## src/rtl/fifo_frame_wr_ctrl.sv

```systemverilog
// fifo_frame_wr_ctrl: store-and-forward frame admission into the async FIFO; FRAME_WR_STATS_EN adds saturating frame counters
module fifo_frame_wr_ctrl #(
  parameter int DATA_W          = 40,
  parameter int DEPTH_W         = 9,
  parameter int MAX_FRAME_WORDS = 64
) (
  input  logic                wclk,
  input  logic                wrst,
  input  logic                s_valid,
  output logic                s_ready,
  input  logic [DATA_W-1:0]   s_data,
  input  logic                s_sop,
  input  logic                s_eop,
  output logic                fifo_wen,
  output logic [DATA_W+3:0]   fifo_wdata,
  input  logic                fifo_wfull,
  input  logic [DEPTH_W:0]    fifo_wr_level,
  output logic                frame_drop,
  output logic                proto_err,
  output logic                ovf_err,
  output logic [31:0]         frame_ok_cnt,
  output logic [31:0]         frame_drop_cnt
);
  typedef enum logic [1:0] {IDLE, PASS, DROP} state_t;
  localparam int CW = $clog2(MAX_FRAME_WORDS + 1);
  localparam logic [CW-1:0] MAX_C = CW'(MAX_FRAME_WORDS);
  localparam logic [DEPTH_W+1:0] MAX_L = (DEPTH_W + 2)'(MAX_FRAME_WORDS);
  localparam logic [DEPTH_W+1:0] CAP = (DEPTH_W + 2)'(1) << DEPTH_W;
  localparam bit ONE = MAX_FRAME_WORDS == 1;
  state_t state_q, state_d;
  logic [CW-1:0] cnt_q, cnt_d, cnt_inc;
  logic [DATA_W+3:0] wdata_q, wdata_d;
  logic wen_q, wen_d, drop_q, drop_d, perr_q, perr_d;
  logic [DEPTH_W+1:0] free;
  logic sop_ok, trunc_i, trunc_p;
  // the level lags one write, so the write still in flight is subtracted too
  assign free = CAP - {1'b0, fifo_wr_level} - {{(DEPTH_W + 1){1'b0}}, wen_q};
  assign sop_ok = free >= MAX_L;
  assign cnt_inc = cnt_q == MAX_C ? cnt_q : cnt_q + CW'(1);
  assign trunc_i = ONE && !s_eop;
  assign trunc_p = s_sop || (!s_eop && cnt_inc == MAX_C);
  assign s_ready = 1'b1;
  assign fifo_wen = wen_q;
  assign fifo_wdata = wdata_q;
  assign frame_drop = drop_q;
  assign proto_err = perr_q;
  assign ovf_err = wen_q && fifo_wfull;
  // state and registered FIFO-side outputs
  always_ff @(posedge wclk or posedge wrst) begin
    if (wrst) begin
      state_q <= IDLE;
      cnt_q   <= '0;
      wdata_q <= '0;
      wen_q   <= 1'b0;
      drop_q  <= 1'b0;
      perr_q  <= 1'b0;
    end else begin
      state_q <= state_d;
      cnt_q   <= cnt_d;
      wdata_q <= wdata_d;
      wen_q   <= wen_d;
      drop_q  <= drop_d;
      perr_q  <= perr_d;
    end
  end
  // next state: a truncated or interrupted frame drains in DROP until its eop
  always_comb begin
    state_d = state_q;
    if (s_valid)
      case (state_q)
        IDLE:    state_d = (!s_sop || s_eop) ? IDLE : (sop_ok && !ONE) ? PASS : DROP;
        PASS:    state_d = s_eop ? IDLE : trunc_p ? DROP : PASS;
        DROP:    state_d = s_eop ? IDLE : DROP;
        default: state_d = IDLE;
      endcase
  end
  // write, flag packing and pulses for the accepted word
  always_comb begin
    wen_d   = 1'b0;
    wdata_d = wdata_q;
    cnt_d   = cnt_q;
    drop_d  = 1'b0;
    perr_d  = 1'b0;
    if (s_valid)
      case (state_q)
        IDLE: begin
          perr_d  = !s_sop || (sop_ok && trunc_i);
          drop_d  = s_sop && !sop_ok;
          wen_d   = s_sop && sop_ok;
          cnt_d   = wen_d ? CW'(1) : cnt_q;
          wdata_d = wen_d ? {1'b1, s_eop || trunc_i, trunc_i, 1'b0, s_data} : wdata_q;
        end
        PASS: begin
          wen_d   = 1'b1;
          cnt_d   = cnt_inc;
          perr_d  = trunc_p;
          wdata_d = {1'b0, s_eop || trunc_p, trunc_p, 1'b0, s_data};
        end
        default: ;
      endcase
  end
`ifdef FRAME_WR_STATS_EN
  logic [31:0] ok_q, dcnt_q;
  logic admit;
  assign admit = s_valid && state_q == IDLE && s_sop && sop_ok;
  assign frame_ok_cnt = ok_q;
  assign frame_drop_cnt = dcnt_q;
  // saturating admitted / dropped frame counters
  always_ff @(posedge wclk or posedge wrst) begin
    if (wrst) begin
      ok_q   <= '0;
      dcnt_q <= '0;
    end else begin
      if (admit && ~&ok_q) ok_q <= ok_q + 32'd1;
      if (drop_d && ~&dcnt_q) dcnt_q <= dcnt_q + 32'd1;
    end
  end
`else
  assign frame_ok_cnt = '0;
  assign frame_drop_cnt = '0;
`endif
endmodule

```

## config.mk

```make
export PLATFORM = sky130hd
export DESIGN_NAME = fifo_frame_wr_ctrl
export DESIGN_NICKNAME = d
export VERILOG_FILES = /design/src/rtl/fifo_frame_wr_ctrl.sv
export SDC_FILE = /design/constraint.sdc
export NUM_CORES = 1
export LEC_CHECK = 0
export BUFFER_PORTS_ARGS = -buffer_cell sky130_fd_sc_hd__buf_2
export CAP_MARGIN = 15
export CORE_UTILIZATION = 48
export CTS_BUF_LIST = sky130_fd_sc_hd__clkbuf_8
export CTS_CLUSTER_DIAMETER = 30
export DETAILED_ROUTE_END_ITERATION = 8
export GPL_TIMING_DRIVEN = 0
export PLACE_DENSITY = 0.81
export SETUP_SLACK_MARGIN = 0.4
export SYNTH_ARGS = -nofsm -noshare
export SYNTH_HDL_FRONTEND = slang
export SYNTH_SLANG_ARGS = --single-unit
```

## constraint.sdc

```tcl
create_clock -name wclk -period 3.59 [get_ports wclk]
set_clock_uncertainty 0.05 [all_clocks]
set_input_delay 0 -clock wclk [delete_from_list [all_inputs] [get_ports wclk]]
set_output_delay 0 -clock wclk [all_outputs]
set_load 0.01 [all_outputs]
```

==> results of run 1 <==
cells by family (layout without fill, tap and decap cells):
family | count (synthesis) | after routing
buffers and inverters | 96 | 251
DFF | 55 | 55
AOI/OAI and AO/OA | 48 | 48
muxes | 42 | 42
and+or+nand+nor | 41 | 41
adders and majority gates | 14 | 14
xor gates and xnor gates | 6 | 6
other | 2 | 66
report_power, final:
group	switching (mW)	leakage [nW]	internal (mW)
sequential	0.144	0.660	0.813
clock	0.204	0.0599	0.208
combinational	0.465	1.83	0.514
total	0.813	2.55	1.54
worst max path at each step:
stage	slack, ns	depth (start not counted)	end
after CTS	0.76	14	fifo_wdata[25]$_DFFE_PP0P_
final	0.74	14	fifo_wdata[36]$_DFFE_PP0P_
after global placement	0.83	14	fifo_wdata[36]$_DFFE_PP0P_
after global routing	0.58	14	fifo_wdata[36]$_DFFE_PP0P_
after floorplan	0.99	14	fifo_wdata[28]$_DFFE_PP0P_
after detailed placement	0.79	14	fifo_wdata[25]$_DFFE_PP0P_
flip-flops by register name, summed over array words and instances, names as in the netlist:
| register | cells |
|---|---|
| cnt_q | 7 |
| fifo_wen | 1 |
| proto_err | 1 |
| state_q | 2 |
| frame_drop | 1 |
| fifo_wdata | 43 |
layout by cell type, fill, tap and decap left out, drive strengths merged, types with 2 or more instances in the layout:
cell         synthesis  routed
and3                 3       3
conb                 2      66
and2                 2       2
nor3                 9       9
buf                 71     174
xor2                 2       2
a211oi               4       4
clkbuf               2       7
or2                  2       2
mux2                41      41
o31ai                3       3
a21o                 2       2
nand3                4       4
a22o                 2       2
inv                 23      25
dfrtp               55      55
nor2                 5       5
ha                  14      14
a21oi                9       9
o21ai                9       9
xnor2                4       4
a31oi                5       5
nand2               11      11
o21a                 4       4
dlygate4sd3          0      44
through the flow:
stage	utilization, %	hold slack [ns]	setup WS (ns)	std cells	power [mW]
finish	70.7	0.0676	0.739	603	2.35
CTS	70.7	0.0466	0.760	603	2.33
global route	70.7	0.0672	0.576	603	2.50
floorplan	-	0.0464	0.995	368	1.57
detailed placement	62.6	0.0559	0.794	551	1.88
global placement	62.3	0.182	0.833	550	1.84
per-layer routing:
layer / share of wire (%) / vias up / routed length, µm / GRT usage (%)
met3: 5.6 / 16 / 450 / 4.33
met1: 37 / 1320 / 3000 / 24.5
met2: 55 / 118 / 4420 / 41.5
met5: 0 / - / 0 / 0
met4: 1.8 / 0 / 141 / 7.12
li1: - / 1348 / - / -
area by class of cell:
class,instances,area [µm²],area share (%)
clock buffers,5,68.8,1.44
clock inverters,3,42.5,0.890
multi-input cells,217,1570,32.8
flip-flops and latches,55,1380,28.8
plain buffers,73,564,11.8
well taps,80,100,2.09
inverters,23,88.8,1.86
repair buffers,147,971,20.3
worst max-delay path, stage by stage, from the launching register on:
cell and delay (ns):
sky130_fd_sc_hd__dfrtp_1 0.39, sky130_fd_sc_hd__inv_1 0.05, sky130_fd_sc_hd__ha_1 0.19, sky130_fd_sc_hd__ha_1 0.20
sky130_fd_sc_hd__inv_1 0.06, sky130_fd_sc_hd__ha_1 0.13, sky130_fd_sc_hd__nor2_1 0.05, sky130_fd_sc_hd__o31ai_2 0.32
sky130_fd_sc_hd__a21oi_1 0.17, sky130_fd_sc_hd__nor3_4 0.26, sky130_fd_sc_hd__a31o_4 0.23, sky130_fd_sc_hd__inv_4 0.05
sky130_fd_sc_hd__buf_8 0.14, sky130_fd_sc_hd__buf_12 0.15, sky130_fd_sc_hd__mux2_4 0.30
==> load_flow_metrics.sql, run 1 <==
INSERT INTO impl_metrics (metric_group, metric, value, unit) VALUES
('status', 'outcome', 'finished with violations', ''),
('status', 'failed_checks', 'DRC', ''),
('route', 'route.final.wire_length', '8010', 'µm'),
('global_routing', 'grt_first_pass_wirelength', '12800', 'µm'),
('timing', 'fmaxAchievable', '351', 'MHz'),
('hold_path', 'holdCritStartpoint', 's_sop', ''),
('synthesis', 'postSynth.topFlopCell', 'sky130_fd_sc_hd__dfrtp_1', ''),
('power_and_ir_drop', 'cellPowerDensity', '491', 'nW/µm²'),
('route', 'remaining_drc_errors', '2', ''),
('synthesis', 'synth-seq-cells', '55', ''),
('timing', 'slew_headroom', '59.0', '%'),
('clocking', 'ctsRootBufferMaster', 'sky130_fd_sc_hd__clkbuf_8', ''),
('route', 'wl_per_cell', '13.3', 'µm'),
('final_layout', 'syn2layout_area_growth', '42.4', '%'),
('global_routing', 'via_count_of_the_first_global_routing_pass', '2720', ''),
('floorplan', 'fp-row-count', '30', ''),
('worst_setup_path', 'setup.worst_path.start_class', 'flip-flop', ''),
('synthesis', 'synthesis.area', '3360', 'µm²'),
('worst_setup_path', 'timing_worst_setup_path_type', 'flip-flop to flip-flop', ''),
('placement', 'finalWeightedCongestion', '0.891', ''),
('synthesis', 'synthXorXnorAreaFrac', '1.57', '%'),
('hold_path', 'min_path_type', 'input port to flip-flop', ''),
('timing', 'min_period', '2.85', 'ns'),
('synthesis', 'yosys.area_share.adder', '5.22', '%'),
('timing', 'timing_hold_violations_final', '0', ''),
('floorplan', 'initial_util', '49.7', '%'),
('synthesis', 'synth_area_leader_cell', 'sky130_fd_sc_hd__dfrtp_1', ''),
('timing', 'tns', '0', 'ns'),
('worst_setup_path', 'reg2reg_from', 'fifo_wen$_DFF_PP0_', ''),
('hold_path', 'holdPathEnd', 'frame_drop$_DFF_PP0_', ''),
('worst_setup_path', 'r2r.worst_path.cells', '14', ''),
('placement', 'placement.cell_area', '4230', 'µm²'),
('clocking', 'post-cts-setup-buffer-count', '0', ''),
('synthesis', 'synth-simple-area-share', '6.82', '%'),
('clocking', 'postCtsResizedCells', '0', ''),
('hold_path', 'cell_depth_of_the_worst_min_delay_path', '4', ''),
('clocking', 'cts-hold-fix-buffers', '44', ''),
('clocking', 'clk_transition_reported_paths', '0.11', 'ns'),
('global_routing', 'antenna_violations_before_repair', '0', ''),
('floorplan', 'die-width', '85.6', 'µm'),
('synthesis', 'syn_avg_cell_area', '11.0', 'µm²'),
('final_layout', 'post_route_cells_drive_above_1_share', '44.7', '%'),
('job', 'maxCapViolations', '0', ''),
('synthesis', 'yosys.cell_count.top_type', 'sky130_fd_sc_hd__buf_4', ''),
('synthesis', 'synth_warnings', '0', ''),
('route', 'num_vias', '2802', ''),
('timing', 'timing_max_transition_violations_final', '0', ''),
('synthesis', 'synth-edff-count', '0', ''),
('synthesis', 'post_synth_num_cell_types', '51', ''),
('synthesis', 'synthDominantCellAreaShare', '41.0', '%'),
('synthesis', 'netlist_top_cells_area', 'sky130_fd_sc_hd__dfrtp_1, sky130_fd_sc_hd__buf_4, sky130_fd_sc_hd__mux2_2', ''),
('floorplan', 'core_area', '6760', 'µm²'),
('route', 'drt-initial-drc-count', '92', ''),
('clocking', 'clock_buffer_count_from_cts', '5', ''),
('synthesis', 'async_flop_share', '100', '%'),
('worst_setup_path', 'crit_fanout', '10', ''),
('floorplan', 'floorplan.die.height', '85.6', 'µm'),
('worst_setup_path', 'req_time_crit_path', '3.73', 'ns'),
('global_routing', 'grt_util_all_layers', '21.9', '%'),
('worst_setup_path', 'r2r_setup_slack', '0.74', 'ns'),
('placement', 'io_buffer_count', '102', ''),
('synthesis', 'number_of_standard_cells_after_synthesis', '304', ''),
('global_routing', 'grt_max_degree', '29', ''),
('synthesis', 'synth_common_cells', 'sky130_fd_sc_hd__buf_4, sky130_fd_sc_hd__dfrtp_1, sky130_fd_sc_hd__mux2_2', ''),
('synthesis', 'synth-compound-area-share', '10.2', '%'),
('power_and_ir_drop', 'power.static_leakage', '2.55', 'nW'),
('worst_setup_path', 'critical_path_arrival', '2.99', 'ns'),
('synthesis', 'synth_seq_area_share', '41.0', '%'),
('synthesis', 'synth_top_family_by_area', 'buffers and inverters', ''),
('clocking', 'clock_path_buffers', '2', ''),
('worst_setup_path', 'cp-startpoint', 'fifo_wen$_DFF_PP0_', '');
Power figures use the tool's default switching activity.
==> inputs of run 2 (changes only) <==
CORE_UTILIZATION = 43   (was 48)
PLACE_DENSITY = 0.76   (was 0.81)
clock period = 2.3 ns   (was 3.59 ns; I/O delays follow)
==> run 2 against run 1 <==
Against the previous run:
- the flow finishes with violations (setup timing)
- register-to-register slack got worse by 1.0 ns
- largest cell class unchanged
- clock power rose by 59%
- critical path type unchanged
- count of clock-buffer cells in the layout unchanged
- global-route usage down 1.2 points
- critical endpoint is now fifo_wdata[10]$_DFFE_PP0P_
- fmax increased by 11%
- sequential share of layout area shrank 2.7 points
- largest power group unchanged
- sequential power is 56% higher
- die area rose by 11%
==> load_flow_metrics.sql, run 2 (same netlist as run 1, synthesis figures left out) <==
INSERT INTO impl_metrics (metric_group, metric, value, unit) VALUES
('power_and_ir_drop', 'power_total', '4.08', 'mW'),
('placement', 'finalWeightedCongestion', '0.858', ''),
('global_routing', 'grt_max_degree', '35', ''),
('timing', 'finalCritPeriodShare', '112', '%'),
('final_layout', 'post_route_cells_drive_above_1_share', '51.0', '%'),
('clocking', 'worst_skew_pair.late_latency', '0.32', 'ns'),
('job', 'maxCapViolations', '0', ''),
('status', 'failed_checks', 'setup timing', ''),
('route', 'antenna_left', '0', ''),
('route', 'wl_per_cell', '13.0', 'µm'),
('floorplan', 'floorplan.die.height', '90.3', 'µm'),
('route', 'remaining_drc_errors', '0', ''),
('floorplan', 'ios', '169', ''),
('clocking', 'cts_num_sinks', '55', ''),
('worst_setup_path', 'endpoint_kind', 'flip-flop', ''),
('final_layout', 'final_net_count', '610', ''),
('clocking', 'ctsRootBufferMaster', 'sky130_fd_sc_hd__clkbuf_8', ''),
('placement', 'post-place-ws', '-0.412', 'ns'),
('floorplan', 'fp-row-count', '31', ''),
('power_and_ir_drop', 'power.static_leakage', '2.78', 'nW'),
('global_routing', 'grt_overflow_total', '0', ''),
('timing', 'timing_max_transition_violations_final', '0', ''),
('clocking', 'clk_transition_reported_paths', '0.10', 'ns'),
('global_routing', 'antenna_violations_before_repair', '0', ''),
('worst_setup_path', 'req_time_crit_path', '2.46', 'ns'),
('global_routing', 'grt_first_pass_wirelength', '13400', 'µm'),
('status', 'outcome', 'finished with violations', ''),
('worst_setup_path', 'slowest_stage', 'sky130_fd_sc_hd__dfrtp_1', ''),
('worst_setup_path', 'reg2reg_from', 'fifo_wen$_DFF_PP0_', ''),
('placement', 'io_buffer_count', '102', ''),
('route', 'num_vias', '2845', ''),
('final_layout', 'most-common-layout-cells', 'sky130_fd_sc_hd__buf_2, sky130_fd_sc_hd__buf_4, sky130_fd_sc_hd__conb_1', ''),
('power_and_ir_drop', 'ir_worst_vdd', '0.525', 'mV'),
('route', 'route.final.wire_length', '8300', 'µm'),
('placement', 'dpl.hpwl', '5180', 'µm'),
('route', 'drt-vias-per-instance', '4.45', ''),
('clocking', 'clock_buffer_count_from_cts', '5', ''),
('worst_setup_path', 'r2r_setup_slack', '-0.28', 'ns'),
('final_layout', 'layout.cells.non_filler', '640', ''),
('clocking', 'cts_tree', 'done', ''),
('final_layout', 'syn2layout_area_growth', '56.8', '%'),
('timing', 'tns', '-11.65', 'ns'),
('clocking', 'cts_max_level', '2', ''),
('final_layout', 'fillCellCount', '503', ''),
('placement', 'place_inst', '570', ''),
('hold_path', 'cell_depth_of_the_worst_min_delay_path', '4', ''),
('power_and_ir_drop', 'cellPowerDensity', '775', 'nW/µm²'),
('worst_setup_path', 'worst_path_cell_trace', 'inv_1 -> ha_2 -> ha_4 -> inv_2 -> ha_4 -> nor2_2 -> o31ai_4 -> and3_4 -> nor3_4 -> a31o_4 -> inv_4 -> buf_4 -> buf_8 -> mux2_2', ''),
('timing', 'setup_repair_after_global_routing_missed_its_margin', 'yes', ''),
('global_routing', 'grt_util_all_layers', '20.7', '%'),
('timing', 'min_period', '2.58', 'ns'),
('final_layout', 'layout_commonest_cell', 'sky130_fd_sc_hd__buf_2', ''),
('floorplan', 'initial_util', '45.3', '%'),
('hold_path', 'min_path_type', 'input port to flip-flop', ''),
('worst_setup_path', 'critical_path_arrival', '2.74', 'ns'),
('route', 'drt-initial-drc-count', '92', ''),
('floorplan', 'core_area', '7410', 'µm²'),
('global_routing', 'via_count_of_the_first_global_routing_pass', '2850', ''),
('timing', 'timing_hold_violations_final', '0', ''),
('final_layout', 'largest_register_ff_count', '43', ''),
('clocking', 'clock_path_buffers', '2', ''),
('timing', 'postLayoutSetupSlackWorst', '-0.278', 'ns'),
('floorplan', 'fp.dieArea', '8160', 'µm²'),
('worst_setup_path', 'timing_worst_setup_path_type', 'flip-flop to flip-flop', ''),
('timing', 'holdWs', '0.0529', 'ns'),
('timing', 'setup_viol', '51', ''),
('worst_setup_path', 'reg2reg_to', 'fifo_wdata[10]$_DFFE_PP0P_', ''),
('hold_path', 'holdPathEnd', 'frame_drop$_DFF_PP0_', ''),
('timing', 'fmaxAchievable', '388', 'MHz'),
('worst_setup_path', 'crit_path_frequent_cell', 'sky130_fd_sc_hd__ha_4', ''),
('worst_setup_path', 'crit_fanout', '10', ''),
('final_layout', 'antenna-diode-count', '0', ''),
('worst_setup_path', 'highest_cell_delay_on_the_worst_timing_path', '0.36', 'ns'),
('route', 'dr.pass1.iters', '4', ''),
('worst_setup_path', 'r2r.worst_path.cells', '14', ''),
('hold_path', 'holdCritStartpoint', 's_sop', ''),
('floorplan', 'die-width', '90.3', 'µm'),
('worst_setup_path', 'setup.worst_path.start_class', 'flip-flop', '');
[run 2: per-stage QoR]
| step | instance area [µm²] | util [%] |
|---|---|---|
| finish | 5260 | 71.0 |
| floorplan | 3650 | - |
| CTS | 5140 | 69.4 |
| detailed placement | 4300 | 58.1 |
| global route | 5260 | 71.0 |
| global placement | 4280 | 57.8 |
[run 2: what timing repair did]
| item | CTS | global route |
|---|---|---|
| cloned | 2 | 0 |
| buffers inserted | 11 | 5 |
| hold endpoints to repair | 65 | 0 |
| hold buffers | 44 | 0 |
| endpoints found under the setup margin | 55 | 55 |
| pin swaps | 5 | 8 |
| resized for setup | 39 | 20 |
[run 2: area by class of cell]
cell class / instances / area (µm²) / area share [%]
Clock inverter: 3 / 42.5 / 0.808
Inverter: 23 / 88.8 / 1.69
Buffer: 73 / 596 / 11.3
Timing Repair Buffer: 165 / 1180 / 22.4
Tap cell: 99 / 124 / 2.35
Sequential cell: 55 / 1380 / 26.2
Clock buffer: 5 / 68.8 / 1.31
Multi-Input combinational cell: 217 / 1790 / 33.9
[run 2: metal layers]
metal  global-route usage, %  vias to the layer above  share of wire, %
met5                       0                        -                 0
met4                    6.72                        0               2.0
met3                    5.47                       14               6.5
met2                    38.8                      122                53
met1                    22.5                     1323                38
li1                        -                     1386                 -
[run 2: how the worst max path moves through the flow]
stage	to	slack, ns	start	depth (start not counted)
2_1_floorplan	fifo_wdata[28]$_DFFE_PP0P_	-0.25	fifo_wen$_DFF_PP0_	14
3_3_place_gp	fifo_wdata[25]$_DFFE_PP0P_	-0.37	fifo_wen$_DFF_PP0_	14
3_5_place_dp	fifo_wdata[25]$_DFFE_PP0P_	-0.41	fifo_wen$_DFF_PP0_	14
4_1_cts	fifo_wdata[10]$_DFFE_PP0P_	-0.30	fifo_wen$_DFF_PP0_	14
5_1_grt	fifo_wdata[12]$_DFFE_PP0P_	-0.37	fifo_wen$_DFF_PP0_	14
6_report	fifo_wdata[10]$_DFFE_PP0P_	-0.28	fifo_wen$_DFF_PP0_	14
[run 2: where the power goes]
| part | internal (mW) | total (mW) | switching, mW |
|---|---|---|---|
| registers | 1.27 | 1.49 | 0.222 |
| logic | 1.08 | 1.94 | 0.856 |
| clock network | 0.325 | 0.655 | 0.329 |
[run 2: worst max-delay path: cells and delay by family, from the launching register on]
kind	cells	cell delay, ns
AO/OA/AOI/OAI	2	0.52
adder cells (fa/ha/maj)	3	0.45
buffers and inverters	5	0.41
flip-flops	1	0.36
multiplexers	1	0.34
AND/OR/NAND/NOR	3	0.33
